### src/rtl/mbl_pkg.sv
// Shared state encoding, request record and default widths for the mbl message initiator.
// Latency: none, declarations only.
// Backpressure: none, declarations only.
package mbl_pkg;

  localparam int MBL_DATA_W = 32;
  localparam int MBL_TAG_W  = 4;

  typedef enum logic {
    RUN  = 1'b0,
    HALT = 1'b1
  } mbl_state_e;

  typedef struct packed {
    logic [MBL_TAG_W-1:0]  tag;
    logic [MBL_DATA_W-1:0] data;
  } mbl_req_t;

endpackage

### src/rtl/mbl_tag_tracker.sv
// Tag allocation, expected-response tag and in-flight count for the mbl initiator.
// Latency: counters update on the clock edge of the handshake; resp_err is combinational.
// Backpressure: none of its own; the parent gates allocation with the outst value.
module mbl_tag_tracker
  import mbl_pkg::*;
#(
  parameter int TAG_W     = MBL_TAG_W,
  parameter int MAX_OUTST = 8,
  parameter int CNT_W     = $clog2(MAX_OUTST + 1)
) (
  input  logic             clk,
  input  logic             reset,
  input  logic             alloc,
  input  logic             req_fire,
  input  logic             resp_fire,
  input  logic [TAG_W-1:0] resp_tag,
  output logic [TAG_W-1:0] alloc_tag,
  output logic [CNT_W-1:0] outst,
  output logic             resp_err
);

  logic [TAG_W-1:0] tag_cnt_q;
  logic [TAG_W-1:0] exp_tag_q;
  logic [CNT_W-1:0] outst_q;
  logic             none_outst;
  logic             resp_counted;

  assign none_outst   = (outst_q == '0);
  // A response with nothing in flight is flagged but must not disturb the tag or the count.
  assign resp_counted = resp_fire & ~none_outst;

  always_ff @(posedge clk) begin
    if (reset) begin
      tag_cnt_q <= '0;
      exp_tag_q <= '0;
      outst_q   <= '0;
    end else begin
      if (alloc) begin
        tag_cnt_q <= tag_cnt_q + TAG_W'(1);
      end
      if (resp_counted) begin
        exp_tag_q <= exp_tag_q + TAG_W'(1);
      end
      if (req_fire && !resp_counted) begin
        outst_q <= outst_q + CNT_W'(1);
      end else if (!req_fire && resp_counted) begin
        outst_q <= outst_q - CNT_W'(1);
      end
    end
  end

  assign alloc_tag = tag_cnt_q;
  assign outst     = outst_q;
  assign resp_err  = none_outst | (resp_tag != exp_tag_q);

endmodule

### src/rtl/mbl_msg_initiator.sv
// Requester end of the mbl message protocol; response watchdog built only with MBL_INIT_TIMEOUT_EN.
// Latency: one cycle from cmd handshake to msg_req_valid; responses pass to the client combinationally.
// Backpressure: cmd_ready drops when halted, when the in-flight window is full or while the request stalls.
module mbl_msg_initiator
  import mbl_pkg::*;
#(
  parameter int DATA_W      = MBL_DATA_W,
  parameter int TAG_W       = MBL_TAG_W,
  parameter int MAX_OUTST   = 8,
  parameter int TIMEOUT_CYC = 1024
) (
  input  logic              clk,
  input  logic              reset,
  input  logic              cmd_valid,
  output logic              cmd_ready,
  input  logic [DATA_W-1:0] cmd_data,
  output logic              rsp_valid,
  input  logic              rsp_ready,
  output logic [DATA_W-1:0] rsp_data,
  output logic              rsp_err,
  output logic              msg_req_valid,
  input  logic              msg_req_ready,
  output logic [DATA_W-1:0] msg_req_data,
  output logic [TAG_W-1:0]  msg_req_tag,
  input  logic              msg_resp_valid,
  output logic              msg_resp_ready,
  input  logic [DATA_W-1:0] msg_resp_data,
  input  logic [TAG_W-1:0]  msg_resp_tag,
  output logic              msg_busy,
  output logic              halted,
  input  logic              err_clr,
  output logic              timeout_err
);

  localparam int CNT_W = $clog2(MAX_OUTST + 1);

  mbl_state_e        state_q;
  mbl_state_e        state_d;
  logic              req_vld_q;
  logic [DATA_W-1:0] req_data_q;
  logic [TAG_W-1:0]  req_tag_q;
  logic              cmd_fire;
  logic              req_fire;
  logic              resp_fire;
  logic [TAG_W-1:0]  alloc_tag;
  logic [CNT_W-1:0]  outst;
  logic              tag_err;
  logic [CNT_W:0]    inflight;
  logic              room;
  logic              err_evt;
  logic              wd_expire;

  assign cmd_fire  = cmd_valid & cmd_ready;
  assign req_fire  = req_vld_q & msg_req_ready;
  assign resp_fire = msg_resp_valid & msg_resp_ready;

  mbl_tag_tracker #(
    .TAG_W     (TAG_W),
    .MAX_OUTST (MAX_OUTST),
    .CNT_W     (CNT_W)
  ) u_tag_tracker (
    .clk       (clk),
    .reset     (reset),
    .alloc     (cmd_fire),
    .req_fire  (req_fire),
    .resp_fire (resp_fire),
    .resp_tag  (msg_resp_tag),
    .alloc_tag (alloc_tag),
    .outst     (outst),
    .resp_err  (tag_err)
  );

  // The registered-but-unsent request already holds a tag, so it counts against the window.
  assign inflight  = {1'b0, outst} + {{CNT_W{1'b0}}, req_vld_q};
  assign room      = inflight < (CNT_W + 1)'(MAX_OUTST);
  assign cmd_ready = (state_q == RUN) & room & (~req_vld_q | msg_req_ready);

  always_ff @(posedge clk) begin
    if (reset) begin
      req_vld_q <= 1'b0;
    end else if (cmd_fire) begin
      req_vld_q <= 1'b1;
    end else if (msg_req_ready) begin
      req_vld_q <= 1'b0;
    end
  end

  always_ff @(posedge clk) begin
    if (cmd_fire) begin
      req_data_q <= cmd_data;
      req_tag_q  <= alloc_tag;
    end
  end

  assign msg_req_valid  = req_vld_q;
  assign msg_req_data   = req_data_q;
  assign msg_req_tag    = req_tag_q;

  assign msg_resp_ready = rsp_ready;
  assign rsp_valid      = msg_resp_valid;
  assign rsp_data       = msg_resp_data;
  assign rsp_err        = msg_resp_valid & tag_err;

  assign err_evt = (resp_fire & tag_err) | wd_expire;

  always_ff @(posedge clk) begin
    if (reset) begin
      state_q <= RUN;
    end else begin
      state_q <= state_d;
    end
  end

  always_comb begin
    state_d = state_q;
    case (state_q)
      RUN:     if (err_evt) state_d = HALT;
      HALT:    if (err_clr && !err_evt) state_d = RUN;
      default: state_d = RUN;
    endcase
  end

  assign halted   = (state_q == HALT);
  assign msg_busy = req_vld_q | (outst != '0);

`ifdef MBL_INIT_TIMEOUT_EN
  localparam int WD_W = $clog2(TIMEOUT_CYC + 1);

  logic [WD_W-1:0] wd_cnt_q;
  logic            wd_hit;
  logic            wd_idle;
  logic            to_q;
  logic            clr_evt;

  assign wd_hit    = (wd_cnt_q == WD_W'(TIMEOUT_CYC - 1));
  assign wd_idle   = (outst == '0) | resp_fire;
  assign clr_evt   = halted & err_clr;
  // Only the first expiry raises an event, otherwise a stuck count would block err_clr.
  assign wd_expire = ~wd_idle & wd_hit & ~to_q;

  always_ff @(posedge clk) begin
    if (reset) begin
      wd_cnt_q <= '0;
      to_q     <= 1'b0;
    end else begin
      if (wd_idle || clr_evt) begin
        wd_cnt_q <= '0;
      end else if (!wd_hit) begin
        wd_cnt_q <= wd_cnt_q + WD_W'(1);
      end
      if (wd_expire) begin
        to_q <= 1'b1;
      end else if (clr_evt) begin
        to_q <= 1'b0;
      end
    end
  end

  assign timeout_err = to_q;
`else
  logic [31:0] unused_timeout_cyc;

  assign unused_timeout_cyc = TIMEOUT_CYC;
  assign wd_expire          = 1'b0;
  assign timeout_err        = 1'b0;
`endif

endmodule
### config.mk
export PLATFORM = sky130hd
export DESIGN_NAME = mbl_msg_initiator
export DESIGN_NICKNAME = d
export VERILOG_FILES = /design/src/rtl/mbl_pkg.sv /design/src/rtl/mbl_tag_tracker.sv /design/src/rtl/mbl_msg_initiator.sv
export SDC_FILE = /design/constraint.sdc
export NUM_CORES = 1
export LEC_CHECK = 0
export ABC_AREA = 1
export CORE_MARGIN = 1.5
export CORE_UTILIZATION = 32
export DETAILED_ROUTE_END_ITERATION = 10
export PLACE_DENSITY = 0.79
export RECOVER_POWER = 100
export SLEW_MARGIN = 15
export SYNTH_ARGS = -nofsm -noshare
export SYNTH_HDL_FRONTEND = slang
export SYNTH_SLANG_ARGS = --single-unit
### constraint.sdc
create_clock -name clk -period 1.85 [get_ports clk]
set_input_delay 0.4625 -clock clk [delete_from_list [all_inputs] [get_ports clk]]
set_output_delay 0.4625 -clock clk [all_outputs]
set_load 0.05 [all_outputs]
* Word-level counts from Yosys, hierarchy flattened
Cells that the tools add are included.
** Operators by class
- Add/subtract/negate cells :: 5
- $lt $le $gt $ge :: 1
- Equality and inequality tests :: 1
- Mux-type cells :: 7
- Bitwise operators :: 14
- Reductions and logical operators :: 10
** Operator list (count)
- adder 4 x 1 -> 4 bit (second input constant) :: 3
- bitwise AND 1 bit :: 8
- two-way mux 4 bit :: 2
- adder 4 x 1 -> 5 bit :: 1
- < comparator 5 x 4 -> 1 bit (second input constant) :: 1
- zero test 4 bit :: 1
- two-way mux 1 bit :: 4
- inequality test 4 bit :: 1
- nonzero test 2 bit :: 2
- nonzero test 4 bit :: 1
- subtractor 4 x 1 -> 4 bit (second input constant) :: 1
- logical AND 1 bit :: 3
- zero test 1 bit :: 3
- inverter 1 bit :: 3
- OR 1 bit :: 3
- one-hot mux 1 bit (2 select lines) :: 1
** Storage, ports and cells
- Register bits after elaboration :: 50
- Input port bits :: 75

* Logic depth before layout (Yosys ltp)
- Word-level depth :: 7
- Mapped depth :: 13
- Depth with buffers taken out :: 13

* Hierarchy
From an unflattened synthesis, not the netlist that was laid out.
** Second synthesis, totals
- Cells, all modules :: 190
- Area total of the unflattened synthesis :: 2184.6 sq um
** By module, submodules not included
- mbl_msg_initiator :: times used 1, cells each 101, area an instance 1515.2 sq um, seq. area each 1121.1 sq um
- mbl_tag_tracker :: times used 1, cells each 89, area an instance 669.4 sq um, seq. area each 240.2 sq um

* Worst setup path after synthesis
Ideal clock, no wire load.
- Kind :: register to register
- Start point :: register req_vld_q, in the netlist msg_req_valid
- End point :: register req_data_q[0], in the netlist msg_req_data[0] (enable)
- Setup time :: 375 ps
- Arrival time :: 1645 ps
- Setup slack :: -170 ps
- Stages on the path, launching flop included :: 6
- Buffers on the path :: 0
- Clock period less this slack :: 2020 ps
- Cells stage by stage :: dfxtp_1 nand2_2 nand3_4 nor2_4 nand2_4 inv_2
** On the way
- Cells in the longest elaborated chain, start to end :: 5
- Elaborated cells on any way between the ends :: 7
- Those cells by class :: add/sub (1); order compare (1); bitwise (5)
** RTL lines
- from (decl) :: RTL line mbl_msg_initiator.sv:39 : logic req_vld_q;
- from (signal assigned) :: RTL line mbl_msg_initiator.sv:80 : req_vld_q <= 1'b0;
- from (signal assigned) :: RTL line mbl_msg_initiator.sv:82 : req_vld_q <= 1'b1;
- from (signal assigned) :: RTL line mbl_msg_initiator.sv:84 : req_vld_q <= 1'b0;
- adder 4 x 1 -> 5 bit :: RTL line mbl_msg_initiator.sv:74 : assign inflight = {1'b0, outst} + {{CNT_W{1'b0}}, req_vld_q};
- < comparator 5 x 4 -> 1 bit :: RTL line mbl_msg_initiator.sv:75 : assign room = inflight < (CNT_W + 1)'(MAX_OUTST);
- bitwise AND 1 bit :: RTL line mbl_msg_initiator.sv:76 : assign cmd_ready = (state_q == RUN) & room & (~req_vld_q | msg_req_ready);
- bitwise AND 1 bit * :: RTL line mbl_msg_initiator.sv:76
- named net cmd_ready :: RTL line mbl_msg_initiator.sv:15 : output logic cmd_ready,
- bitwise AND 1 bit * :: RTL line mbl_msg_initiator.sv:53 : assign cmd_fire = cmd_valid & cmd_ready;
- named net cmd_fire :: RTL line mbl_msg_initiator.sv:42 : logic cmd_fire;
- to (signal assigned) :: RTL line mbl_msg_initiator.sv:90 : req_data_q <= cmd_data;
- to (decl) :: RTL line mbl_msg_initiator.sv:40 : logic [DATA_W-1:0] req_data_q;
The timed path passes the listed nets; every way through them passes the cells marked *.
A chain may end at the register's enable or synchronous reset.

* Worst setup path in the final report
- Start point :: input msg_resp_tag[2]
- End point :: register state_q, in the netlist halted
** On the way
- Cells in the longest elaborated chain, start to end :: 7
- Elaborated cells on any way between the ends :: 8
- Those cells by class :: eq/ne (1); mux (3); bitwise (2); reduce/logical (2)
** RTL lines
- from (decl) :: RTL line mbl_msg_initiator.sv:28 : input logic [TAG_W-1:0] msg_resp_tag,
- inequality test 4 bit * :: RTL line mbl_tag_tracker.sv:54 : assign resp_err = none_outst | (resp_tag != exp_tag_q);
- OR 1 bit * :: RTL line mbl_tag_tracker.sv:54
- bitwise AND 1 bit * :: RTL line mbl_msg_initiator.sv:104 : assign err_evt = (resp_fire & tag_err) | wd_expire;
- zero test 1 bit :: RTL line mbl_msg_initiator.sv:118 : HALT: if (err_clr && !err_evt) state_d = RUN;
- logical AND 1 bit :: RTL line mbl_msg_initiator.sv:118
- two-way mux 1 bit :: RTL line mbl_msg_initiator.sv:118
- one-hot mux 1 bit (2 select lines) * :: RTL line mbl_msg_initiator.sv:116 : case (state_q)
- to (signal assigned) :: RTL line mbl_msg_initiator.sv:110 : state_q <= state_d;
- to (decl) :: RTL line mbl_msg_initiator.sv:37 : mbl_state_e state_q;
Every way passes the cells marked *; elsewhere a longest branch is shown, timed or not.

==> flow_metrics.py <==
metrics = {
    "cts": {
        "clock_sinks": 50,
        "worstSkewPairLatency_ns": 0.30,
        "clkSlewWorstSetupHoldPaths_ns": 0.10,
        "cts_tree": "built",
        "clockBufferDepth": 2,
        "cts.root.buffer_cell": "clkbuf_8",
        "cts.htree.levels": 2,
        "numCtsBuffers": 5,
        "cts_hold_buf": 0,
    },
    "critical_path": {
        "crit_path_frequent_cell": "buf_4",
        "setup.worst_path.class": "input port to flip-flop",
        "setup.worst_path.start_class": "input port",
        "critical_path.endpoint_type": "flip-flop",
        "r2r-start": "u_tag_tracker.outst[1]$_SDFFE_PP0P_",
        "worstReg2RegEnd": "u_tag_tracker.outst[3]$_SDFFE_PP0P_",
        "crit_path_max_fanout": 2,
        "worst_stage_delay_on_the_critical_path_ns": 0.23,
        "timing.critical_path.cells": "dlygate4sd2_1 -> inv_1 -> nand2_1 -> nand2_2 -> nor2_4 -> nand3_2 -> buf_4 -> buf_4 -> buf_4 -> buf_4 -> buf_4 -> buf_4 -> buf_4 -> nand2_2 -> a21oi_2",
        "data_required_critical_path_ns": 2.04,
        "worst-r2r-cell-count": 14,
        "cp_top_family": "buffers and inverters",
        "cp.buffers_inverters": 9,
        "worst-r2r-setup-slack_ns": 0.03,
        "worst_path_max_delay_cell": "dlygate4sd2_1",
        "critPathArrivalTime_ns": 2.02,
    },
    "yosys": {
        "synth_seq_cells": 50,
        "yosysWarningCount": 0,
        "synth-seq-area-share": 0.605,
        "synthesis.instances": 201,
        "postSynthNetCount": 282,
        "ys.flop_type": "edfxtp_1",
        "synth_edf_count": 36,
        "synthArstFlopShare": 0,
        "synth.avg_cell_area_um2": 11.2,
        "netlist-cell-type-count": 24,
        "mappedNetlistArea_mm2": 0.00225,
    },
    "global_routing": {
        "number_of_antenna_violations_at_the_first_check_in_global_routing": 0,
        "first_pass_grt_wire_length_um": 7130,
        "gr-usage-all-layers": 0.126,
        "grt_pass1_vias": 1526,
        "maximum_number_of_pins_on_one_net_before_global_route_repair": 25,
        "grt-ovfl-total": 0,
    },
    "floorplan": {
        "placement_rows": 30,
        "ioPinCount": 151,
        "die_area_mm2": 0.00754,
        "floorplan.die.height_um": 86.8,
        "core_area_mm2": 0.00679,
        "die_width_um": 86.8,
        "start_util": 0.331,
    },
    "worst_hold_path": {
        "hold_path_end": "u_tag_tracker.exp_tag_q[3]$_SDFFE_PP0P_",
        "hold_depth": 2,
        "hold_wc_path_type": "flip-flop to flip-flop",
        "hold_path_startpoint": "u_tag_tracker.exp_tag_q[3]$_SDFFE_PP0P_",
    },
    "layout": {
        "antenna_cells_inserted": 0,
        "layout.nets": 371,
        "layout-drive-gt1-share": 0.430,
        "multi_input_area_um2": 609,
        "final_cell_mix": "69 x buf_4, 36 x edfxtp_1, 32 x dlygate4sd3_1",
        "finish.utilization": 0.491,
        "layout.area.seq_mm2": 0.00137,
        "filler_cell_count": 587,
        "most_common_library_cell_in_the_layout_ignoring_fill_and_taps": "buf_4",
        "area_delta_synth_final_pct": 48.4,
    },
    "sta": {
        "setup_violations": 0,
        "final-max-slew-violation-count": 0,
        "period_share": 0.988,
        "fin_worst_skew_ns": 0.00895,
        "final_min_period_ns": 1.83,
        "grt_setup_unrepaired": "yes",
        "timing.final.hold_violations": 0,
        "max_freq_mhz": 547,
        "setup_ws_ns": 0.0227,
    },
    "run": {
        "maxCapViolations": 0,
    },
    "outcome": {
        "outcome": "finished, final reports clean",
    },
    "power_and_ir_drop": {
        "peakVddDrop_mv": 0.462,
        "static_power_due_to_leakage_nw": 1.43,
        "power.density_cell_area_mw_per_mm2": 996,
    },
    "place": {
        "dp.final_hpwl_um": 3680,
        "io_buffers": 85,
        "setup_slack_placement_ns": -0.488,
        "globalplace.congestion": 0.774,
    },
    "drt": {
        "route.detailed.wl_per_inst_um": 12.7,
        "via_per_inst": 4.26,
        "drtIter0Drc": 47,
        "drt-pass1-iter-count": 4,
        "routed-via-count": 1649,
        "finalWirelength_um": 4930,
        "drt.antenna.violating_nets": 0,
        "remaining_drc_errors": 0,
    },
}
## per-stage QoR
stage | instance area [µm²] | hold slack [ns] | instances | setup TNS, ns | power, mW
final | 3340 | 0.474 | 387 | 0 | 3.32
after global routing | 3340 | 0.493 | 387 | -0.275 | 3.51
after CTS | 3280 | 0.482 | 384 | 0 | 3.34
after detailed placement | 3040 | 0.467 | 363 | -6.42 | 2.57
after global placement | 3040 | 0.463 | 363 | -6.02 | 2.55
after floorplan | 2250 | 0.451 | 201 | 0 | 2.31
## where the power goes
| group | switching, mW | leakage (nW) | internal (mW) |
|---|---|---|---|
| logic | 0.763 | 0.925 | 0.526 |
| registers | 0.0596 | 0.462 | 1.35 |
| clock network | 0.355 | 0.0441 | 0.266 |
| total | 1.18 | 1.43 | 2.15 |
## routing by layer
metal,part of all wire,track usage
met5,0,0
met3,0.11,0.0381
met2,0.46,0.210
met4,0.043,0.0748
met1,0.38,0.141
## area by class of cell
type / instances / share of cell area
multi-input combinational: 92 / 0.183
clock inverter: 3 / 0.00638
sequential: 50 / 0.411
timing repair buffer: 118 / 0.317
inverter: 23 / 0.0266
tap: 96 / 0.0360
clock buffer: 5 / 0.0206
## state kept, by name, indices dropped and copies added (netlist names)
signal	flops
u_tag_tracker.exp_tag_q	4
u_tag_tracker.outst	4
u_tag_tracker.alloc_tag	4
halted	1
msg_req_data	32
msg_req_tag	4
msg_req_valid	1
## synthesized netlist by cell type, types with 3 or more instances
library cell	instances	area (µm²)
edfxtp_1	36	1080
buf_4	35	263
nand2_1	32	120
inv_1	20	75.1
dfxtp_1	14	280
nor2_1	11	41.3
a21oi_1	10	50.1
nand3_1	6	30.0
o21ai_0	6	30.0
ha_1	5	62.6
nand2_2	4	25.0
xor2_1	4	35.0
inv_2	3	11.3
## kinds of logic (layout without fill, tap and decap cells)
| group | Yosys count | in the layout | synth area share |
|---|---|---|---|
| DFF | 50 | 50 | 0.605 |
| and+or+nand+nor | 63 | 63 | 0.140 |
| other | 1 | 1 | 0.00167 |
| AOI/OAI and AO/OA | 16 | 16 | 0.0356 |
| adders and majority gates | 6 | 6 | 0.0367 |
| buffers and inverters | 59 | 149 | 0.157 |
| xor gates and xnor gates | 6 | 6 | 0.0234 |
## worst reg2reg max path, cell delays in order (launching register included)
cell	delay [ns]
dfxtp_2	0.34
nor2_4	0.13
nand3_4	0.08
buf_4	0.14
nand2_4	0.06
ha_4	0.13
inv_2	0.05
ha_1	0.29
nand2_2	0.08
nor2_2	0.04
nor2_1	0.11
nand2_1	0.06
nand2_1	0.06
nand2_1	0.05
a21oi_1	0.12
## worst max-delay path by stage
stage | start | endpoint | slack, ns | cells past startpoint
floorplan | halted$_SDFF_PP0_ | msg_req_data[0]$_DFFE_PP_ | 0.04 | 5
global placement | rsp_ready | u_tag_tracker.outst[3]$_SDFFE_PP0P_ | -0.42 | 13
detailed placement | rsp_ready | u_tag_tracker.outst[3]$_SDFFE_PP0P_ | -0.49 | 14
CTS | u_tag_tracker.exp_tag_q[3]$_SDFFE_PP0P_ | rsp_err | 0.02 | 7
global route | u_tag_tracker.outst[1]$_SDFFE_PP0P_ | u_tag_tracker.outst[3]$_SDFFE_PP0P_ | -0.08 | 14
finish | msg_resp_tag[2] | halted$_SDFF_PP0_ | 0.02 | 15
## what timing repair did
action                                  in CTS  in global routing
pin swaps                                    7                  8
endpoints found under the setup margin       6                  6
resized for setup                           27                 15
buffers inserted                            13                  3
Note: power is estimated with default switching activity, not from simulation.
